==> config.mk <==
export PLATFORM = sky130hd
export DESIGN_NAME = mem_stage
export DESIGN_NICKNAME = d
export VERILOG_FILES = /design/src/rtl/mem_stage.sv
export SDC_FILE = /design/constraint.sdc
export NUM_CORES = 1
export LEC_CHECK = 0
export BUFFER_PORTS_ARGS = -buffer_cell sky130_fd_sc_hd__buf_4
export CAP_MARGIN = 20
export CORE_MARGIN = 5
export CORE_UTILIZATION = 40
export DETAILED_ROUTE_END_ITERATION = 8
export GPL_ROUTABILITY_DRIVEN = 0
export PLACE_DENSITY = 0.71
export SLEW_MARGIN = 20
export SYNTH_ARGS = -nofsm -noshare
export SYNTH_HDL_FRONTEND = slang
export SYNTH_SLANG_ARGS = --single-unit
==> constraint.sdc <==
create_clock -name clk -period 2.4 [get_ports clk]
set_input_delay 0.48 -clock clk [delete_from_list [all_inputs] [get_ports clk]]
set_output_delay 0.48 -clock clk [all_outputs]
set_load 0.02 [all_outputs]
==> src/rtl/mem_stage.sv <==
// Memory stage of the pipelined ARM core: E/M and M/W pipeline registers plus a
// req/ack data-memory handshake with a wait-cycle timeout and a sticky fault flag.
module mem_stage #(
    parameter int          TIMEOUT    = 16,
    parameter logic [31:0] FAULT_DATA = 32'h0000_0000
) (
    input  logic        clk,
    input  logic        reset,
    input  logic        RegWriteE,
    input  logic        MemtoRegE,
    input  logic        MemWriteE,
    input  logic [3:0]  RdE,
    input  logic [31:0] ALUResultE,
    input  logic [31:0] WriteDataE,
    output logic        RegWriteM,
    output logic [3:0]  RdM,
    output logic [31:0] ALUResultM,
    output logic        stallM,
    output logic        mem_req,
    output logic        mem_we,
    output logic [31:0] mem_addr,
    output logic [31:0] mem_wdata,
    input  logic [31:0] mem_rdata,
    input  logic        mem_ack,
    output logic        RegWriteW,
    output logic        MemtoRegW,
    output logic [3:0]  RdW,
    output logic [31:0] ALUOutW,
    output logic [31:0] ReadDataW,
    output logic        mem_fault
);

    localparam int            CW        = $clog2(TIMEOUT + 1);
    localparam logic [CW-1:0] TIMEOUT_C = CW'(TIMEOUT);
    localparam logic [CW-1:0] CNT_ONE   = CW'(1);

    typedef enum logic {
        S_IDLE,
        S_WAIT
    } state_t;

    state_t        stateQ, stateD;
    logic [CW-1:0] cntQ, cntD;

    logic          regWriteMQ, memtoRegMQ, memWriteMQ;
    logic [3:0]    rdMQ;
    logic [31:0]   aluResultMQ, writeDataMQ;

    logic          regWriteWQ, memtoRegWQ;
    logic [3:0]    rdWQ;
    logic [31:0]   aluOutWQ, readDataWQ;
    logic          faultQ;

    logic          memopM, ackOk, timeoutHit, complete;

    assign memopM     = memtoRegMQ | memWriteMQ;
    assign mem_req    = memopM & ((stateQ == S_IDLE) | (stateQ == S_WAIT)) & reset;
    assign ackOk      = mem_req & mem_ack;
    assign timeoutHit = (stateQ == S_WAIT) & ~mem_ack & (cntQ == TIMEOUT_C);
    assign complete   = ackOk | timeoutHit;
    assign stallM     = memopM & ~complete;

    assign mem_we     = memWriteMQ;
    assign mem_addr   = {aluResultMQ[31:2], 2'b00};
    assign mem_wdata  = writeDataMQ;

    assign RegWriteM  = regWriteMQ;
    assign RdM        = rdMQ;
    assign ALUResultM = aluResultMQ;
    assign RegWriteW  = regWriteWQ;
    assign MemtoRegW  = memtoRegWQ;
    assign RdW        = rdWQ;
    assign ALUOutW    = aluOutWQ;
    assign ReadDataW  = readDataWQ;
    assign mem_fault  = faultQ;

    // A same-cycle ack in IDLE is a zero-wait access; only a missing ack enters WAIT.
    always_comb begin
        stateD = stateQ;
        cntD   = cntQ;
        case (stateQ)
            S_IDLE: begin
                if (mem_req && !mem_ack) begin
                    stateD = S_WAIT;
                    cntD   = CNT_ONE;
                end
            end
            S_WAIT: begin
                if (mem_ack || cntQ == TIMEOUT_C) begin
                    stateD = S_IDLE;
                    cntD   = '0;
                end else begin
                    cntD = cntQ + CNT_ONE;
                end
            end
            default: begin
                stateD = S_IDLE;
                cntD   = '0;
            end
        endcase
    end

    always_ff @(posedge clk) begin
        if (!reset) begin
            stateQ <= S_IDLE;
            cntQ   <= '0;
            faultQ <= 1'b0;
        end else begin
            stateQ <= stateD;
            cntQ   <= cntD;
            if (timeoutHit) faultQ <= 1'b1;
        end
    end

    always_ff @(posedge clk) begin
        if (!reset) begin
            regWriteMQ  <= 1'b0;
            memtoRegMQ  <= 1'b0;
            memWriteMQ  <= 1'b0;
            rdMQ        <= '0;
            aluResultMQ <= '0;
            writeDataMQ <= '0;
        end else if (!stallM) begin
            regWriteMQ  <= RegWriteE;
            memtoRegMQ  <= MemtoRegE;
            memWriteMQ  <= MemWriteE;
            rdMQ        <= RdE;
            aluResultMQ <= ALUResultE;
            writeDataMQ <= WriteDataE;
        end
    end

    // Stores and timed-out accesses never reach the register file.
    always_ff @(posedge clk) begin
        if (!reset) begin
            regWriteWQ <= 1'b0;
            memtoRegWQ <= 1'b0;
            rdWQ       <= '0;
            aluOutWQ   <= '0;
            readDataWQ <= '0;
        end else if (stallM) begin
            regWriteWQ <= 1'b0;
            memtoRegWQ <= 1'b0;
        end else begin
            regWriteWQ <= regWriteMQ & ~memWriteMQ & ~timeoutHit;
            memtoRegWQ <= memtoRegMQ;
            rdWQ       <= rdMQ;
            aluOutWQ   <= aluResultMQ;
            if (memtoRegMQ && ackOk) begin
                readDataWQ <= mem_rdata;
            end else if (memtoRegMQ && timeoutHit) begin
                readDataWQ <= FAULT_DATA;
            end
        end
    end

endmodule

==> results of run 1 <==
## stage by stage
step,hold WS (ns),total power [W]
2_1_floorplan,0.444,0.00335
3_3_place_gp,0.442,0.00380
3_5_place_dp,0.445,0.00382
4_1_cts,0.253,0.00664
5_1_grt,0.259,0.00684
6_report,0.272,0.00656
## metal layers
layer | up-vias | GRT usage, %
li1 | 2701 | -
met1 | 2410 | 22.9
met2 | 192 | 30.9
met3 | 31 | 6.97
met4 | 0 | 7.46
met5 | - | 0
## power by group
part | leakage, nW | switching (W) | total [W] | internal (W)
logic | 2.21 | 0.000602 | 0.00105 | 0.000446
registers | 1.22 | 0.0000946 | 0.00271 | 0.00261
clock network | 0.311 | 0.000975 | 0.00281 | 0.00184
## worst max path at each step
stage	startpoint	end	cells past startpoint	slack (ns)
finish	cntQ[0]	stallM	6	0.16
global route	cntQ[0]	stallM	6	0.004
CTS	cntQ[0]	stallM	6	0.03
detailed placement	cntQ[0]	stallM	6	0.50
global placement	cntQ[0]	stallM	6	0.56
floorplan	cntQ[0]	stallM	5	0.45
## layout make-up
| cell class | instances | area share [%] |
|---|---|---|
| timing repair buffer | 287 | 26.8 |
| clock buffer | 21 | 5.82 |
| sequential | 148 | 35.9 |
| tap | 180 | 2.73 |
| inverter | 4 | 0.182 |
| clock inverter | 9 | 1.83 |
| multi-input combinational | 422 | 26.8 |
## Yosys cell counts, types with 2 or more instances
library cell    n
nor2_1          6
o21ai_0        98
a31o_2          2
a31oi_1         2
buf_2          15
and3_1          2
o21ai_1        12
a21boi_0       22
nand2_1        71
ha_1            2
dfxtp_1       148
a21boi_1       12
inv_1           4
o21a_1          3
clkbuf_1       32
buf_4          36
buf_1           5
nand3_1       170
buf_6           5
## placed cells by master, fill, tap and decap left out, types with 2 or more instances in the layout
| cell | synthesis | layout |
|---|---|---|
| a21boi_0 | 22 | 22 |
| nand3_1 | 170 | 170 |
| a21boi_1 | 12 | 12 |
| o21ai_0 | 98 | 98 |
| buf_12 | 0 | 4 |
| a31oi_1 | 2 | 2 |
| clkbuf_16 | 0 | 17 |
| conb_1 | 1 | 2 |
| nand2_1 | 71 | 71 |
| buf_4 | 36 | 282 |
| clkbuf_8 | 0 | 4 |
| bufinv_16 | 0 | 4 |
| a31o_2 | 2 | 2 |
| dfxtp_1 | 148 | 148 |
| o21ai_1 | 12 | 12 |
| ha_1 | 2 | 2 |
| o21a_1 | 3 | 3 |
| and3_1 | 2 | 2 |
| inv_1 | 4 | 4 |
| clkinv_2 | 0 | 3 |
| nor2_1 | 6 | 6 |
## logic make-up (layout without fill, tap and decap cells)
| family | after synthesis | count (layout) | synth area share [%] |
|---|---|---|---|
| buf+inv | 97 | 321 | 9.73 |
| simple gates | 257 | 257 | 21.3 |
| flops | 148 | 148 | 51.9 |
| fa+ha+maj | 2 | 2 | 0.438 |
| other cells | 1 | 2 | 0.0657 |
| compound gates | 161 | 161 | 16.6 |
## registers in the layout, summed over array words and instances, names as in the netlist
name,count
RdM,4
ReadDataW,32
ALUOutW,32
RegWriteW,1
cntQ,5
memtoRegMQ,1
stateQ,1
mem_fault,1
RegWriteM,1
mem_wdata,32
mem_we,1
ALUResultM,32
MemtoRegW,1
RdW,4
## worst max-delay path: stages (launching register included)
cell       delay [ns]
dfxtp_1          0.40
inv_1            0.08
ha_1             0.22
nand4bb_2        0.16
nor2_1           0.09
a211oi_1         0.22
buf_4            0.18
==> flow_summary_export.csv, run 1 <==
group,metric,value,unit
timing,worstMarginPinSlew,0.885,ns
worst_setup_path,crit_arrival,1.76,ns
global_routing,antenna_found_initial,0,
die,die_area,16800,um^2
timing,timing.final.ws_setup,0.158,ns
placed_design,dpl.cell_count,1041,
final_layout,n_antenna_cell,0,
placed_design,dp.final_hpwl,11500,um
clock_tree,cts_buffer_depth,2,
run,max_cap_viol_count,0,
min_path,hold_path.class,"in -> reg",
placed_design,pre_cts_ws,0.496,ns
worst_setup_path,worstPathRequired,1.92,ns
worst_setup_path,reg2reg_to,"memtoRegMQ",
timing,hold_violations,0,
worst_setup_path,rr_worst_depth,7,
final_layout,utilization,59.2,%
timing,fin_tns_setup,0,ns
global_routing,grt_usage,19.0,%
die,fp-row-count,43,
yosys,synth_enable_flop_cells,0,
outcome,status,"finished clean",
clock_tree,cts_buffers,17,
global_routing,first_global_vias,5078,
global_routing,grt_pass1_wl,25600,um
clock_tree,clock-root-buffer,"clkbuf_16",
yosys,netlist.area_leader.share,51.9,%
die,start_util,41.0,%
detailed_routing,routed.top_layer,"met4",
worst_setup_path,cp_max_fo,5,
worst_setup_path,reg2reg_from,"cntQ[0]",
final_layout,drive_gt1_share,36.4,%
min_path,hold_depth,3,
detailed_routing,wl_per_cell,15.6,um
final_layout,areaGrowthSynthToFinish,44.5,%
clock_tree,path_clk_slew,0.06,ns
final_layout,final-seq-area,2960,um^2
power,p_leak,3.74,nW
placed_design,numPortBuffers,278,
detailed_routing,wirelength,16700,um
timing,period_needed,2.24,ns
detailed_routing,firstDrtPassIters,5,
detailed_routing,avgViaCountPerCell,4.98,
timing,slew_headroom,41.0,%
yosys,synthesis.area,5710,um^2
clock_tree,htreeDepth,4,
detailed_routing,ant_nets,0,
min_path,hp-start,"WriteDataE[26]",
final_layout,final_cells,1071,
detailed_routing,drtIter0Drc,394,
timing,period_share,93.4,%
placed_design,dpl-instance-area,7610,um^2
detailed_routing,drc,0,
worst_setup_path,cp-end-kind,"primary output",
worst_setup_path,cp-start-kind,"flip-flop",
yosys,syn_inst,666,
global_routing,grt_max_degree,110,
min_path,min_to,"mem_wdata[26]",
clock_tree,clock_sinks,148,
detailed_routing,wl_met1,6760,um
detailed_routing,routed-wl-met3,1530,um
final_layout,design_area,8250,um^2
detailed_routing,via_count,5334,
yosys,seq_area_frac_synth,51.9,%
global_routing,overflow,0,
timing,rsz0062_at_grt,"false",
die,ios,281,
timing,clock.fmax,446,MHz
die,die_h,129,um
clock_tree,cts.repair.resized,0,
yosys,async_flop_share,0,%
yosys,synth_top_flop_cell,"dfxtp_1",
power,powerDensity,796,nW/um^2
clock_tree,tritoncts,"built",
clock_tree,post_cts_buffers,0,
yosys,yosysWarnings,0,
yosys,synth.distinct_cells,38,
final_layout,multiInputGateArea,2210,um^2
timing,final_max_slew_viol_count,0,
timing,clock_skew,0.00795,ns
yosys,synth_area_leaders,"dfxtp_1 52%, nand3_1 15%, o21ai_0 8.6%, buf_4 4.7%, nand2_1 4.7%",
power,vdd.ir_drop.worst,0.000399,V
detailed_routing,wl_met2,8050,um
clock_tree,ctsHoldBuffers,0,
yosys,yosysTopAreaCell,"dfxtp_1",
clock_tree,insertion_delay,0.41,ns
worst_setup_path,r2r_setup_slack,0.55,ns
yosys,avgSynthCellArea,8.57,um^2
die,die_w,129,um
worst_setup_path,path_class,"reg -> out",
die,coreArea,13900,um^2
final_layout,fill_cells,1289,
yosys,synth_seq_cells,148,
final_layout,fin_nets,988,
timing,setup_violations,0,
Note: power is estimated with default switching activity, not from simulation.
==> inputs of run 2 (changes only) <==
==> constraint.sdc (replaced) <==
create_clock -name clk -period 2.4 [get_ports clk]
set_input_delay 0.12 -clock clk [delete_from_list [all_inputs] [get_ports clk]]
set_output_delay 0.12 -clock clk [all_outputs]
set_load 0.02 [all_outputs]
==> flow_summary_export.csv, run 2 (same netlist as run 1, synthesis figures left out) <==
group,metric,value,unit
timing,slew_headroom,42.6,%
worst_setup_path,slowest_delay,0.39,ns
run,max_cap_viol_count,0,
timing,setup_violations,0,
die,start_util,41.0,%
worst_setup_path,worstPathCellList,"inv_1 -> ha_1 -> nand4bb_1 -> nor2_1 -> a211oi_1 -> buf_4",
die,fp-row-count,43,
worst_setup_path,cp_num_buf_inv,2,
power,p_clk_share,41.8,%
timing,hold_violations,0,
final_layout,drive_gt1_share,32.4,%
power,comb_power_share,17.8,%
detailed_routing,drc,0,
die,die_h,129,um
timing,clock.fmax,495,MHz
detailed_routing,firstDrtPassIters,5,
power,p_switching,0.00177,W
final_layout,areaGrowthSynthToFinish,61.8,%
final_layout,n_antenna_cell,0,
worst_setup_path,cp_max_fo,5,
power,vdd.ir_drop.worst,0.000628,V
worst_setup_path,path_class,"reg -> out",
power,seq_power_share,40.3,%
min_path,hold_path.class,"in -> reg",
power,powerDensity,726,nW/um^2
placed_design,numPortBuffers,278,
timing,worstMarginPinSlew,0.860,ns
global_routing,grt_usage,20.8,%
final_layout,fin_nets,1088,
worst_setup_path,critical_path.slowest_cell,"dfxtp_1",
clock_tree,cts_buffers,17,
timing,fin_tns_setup,0,ns
detailed_routing,wl_per_cell,15.6,um
timing,final_max_slew_viol_count,0,
timing,period_share,84.2,%
power,intPower,0.00494,W
detailed_routing,wirelength,18300,um
global_routing,grt_max_degree,124,
clock_tree,cts_buffer_depth,2,
worst_setup_path,cp_top_family,"flip-flops",
power,swShare,26.4,%
power,p_leak,4.15,nW
detailed_routing,ant_nets,0,
die,die_w,129,um
die,die_area,16800,um^2
global_routing,grt_pass1_wl,28200,um
global_routing,antenna_found_initial,0,
clock_tree,clock-root-buffer,"clkbuf_16",
placed_design,dp.final_hpwl,11500,um
detailed_routing,avgViaCountPerCell,4.99,
global_routing,first_global_vias,5615,
final_layout,fill_cells,1122,
clock_tree,insertion_delay,0.41,ns
detailed_routing,drtIter0Drc,363,
final_layout,mostFrequentLayoutCells,"281 x buf_4, 170 x nand3_1, 148 x dfxtp_1",
die,ios,281,
timing,rsz0062_at_grt,"false",
clock_tree,htreeDepth,4,
timing,hold_ws,0.0206,ns
worst_setup_path,cp-start-kind,"flip-flop",
clock_tree,clock_sinks,148,
worst_setup_path,crit_arrival,1.90,ns
detailed_routing,via_count,5850,
worst_setup_path,worstPathRequired,2.28,ns
die,coreArea,13900,um^2
outcome,status,"finished clean",
timing,clock_skew,0.00827,ns
clock_tree,cts.repair.resized,0,
worst_setup_path,cp-end-kind,"primary output",
clock_tree,ctsHoldBuffers,101,
clock_tree,post_cts_buffers,0,
timing,period_needed,2.02,ns
clock_tree,path_clk_slew,0.06,ns
global_routing,overflow,0,
clock_tree,tritoncts,"built",
final_layout,layout_commonest_cell,"buf_4",
-- run 2: cell types whose count changed in the layout (fill, tap and decap cells not counted) --
cell           previous run  this run
buf_4                   282       281
nand4bb_2                 1         0
clkinv_4                  1         2
dlygate4sd3_1             0       101
inv_6                     0         2
clkbuf_8                  4         1
clkbuf_1                  0         2
nand4bb_1                 0         1
-- run 2: cell type report --
type                            instances  area [um^2]  area share (%)
Clock buffer                           20          447            4.83
Clock inverter                         12          178            1.92
Inverter                                4         15.0           0.162
Tap cell                              180          225            2.44
Timing Repair Buffer                  387         3210            34.8
Multi-Input combinational cell        422         2200            23.8
Sequential cell                       148         2960            32.1
-- run 2: metrics by stage --
stage                     total power [W]  cell area, um^2  setup WS, ns  instances  utilization, %
after global placement            0.00380             7610         0.634       1040            54.6
after detailed placement          0.00381             7610         0.588       1040            54.6
final                             0.00671             9240         0.378       1173            66.3
after floorplan                   0.00335             5710         0.813        667               -
after global routing              0.00698             9240         0.251       1173            66.3
after CTS                         0.00675             9240         0.362       1173            66.3
-- run 2: per-layer routing --
metal	vias up	routed length (um)	share of wire [%]	GRT usage (%)
li1	2906	-	-	-
met1	2701	7190	39	24.6
met5	-	0	0	0
met2	217	9110	50	35.4
met4	0	372	2.0	6.36
met3	26	1600	8.8	7.34
-- run 2: worst paths after layout --
kind / from / to / slack (ns) / depth (start not counted)
max: cntQ[0] / stallM / 0.38 / 6
min: mem_rdata[26] / ReadDataW[26] / 0.02 / 3
min reg2reg: mem_wdata[18] / mem_wdata[18] / 0.45 / 2
max reg2reg: cntQ[0] / ALUResultM[21] / 0.55 / 7
-- run 2: power groups by stage --
stage	clock [W]	combinational [W]	sequential, W
finish	0.00281	0.00120	0.00271
global route	0.00297	0.00129	0.00273
CTS	0.00285	0.00120	0.00270
detailed placement	0	0.00106	0.00276
global placement	0	0.00105	0.00275
floorplan	0	0.000429	0.00292
-- run 2: worst reg2reg max path, stage by stage (launching register included) --
cell       delay (ns)
dfxtp_1          0.34
inv_1            0.09
ha_1             0.15
nand4bb_1        0.25
o21ai_4          0.24
buf_12           0.32
nand3_1          0.26
o21ai_0          0.11
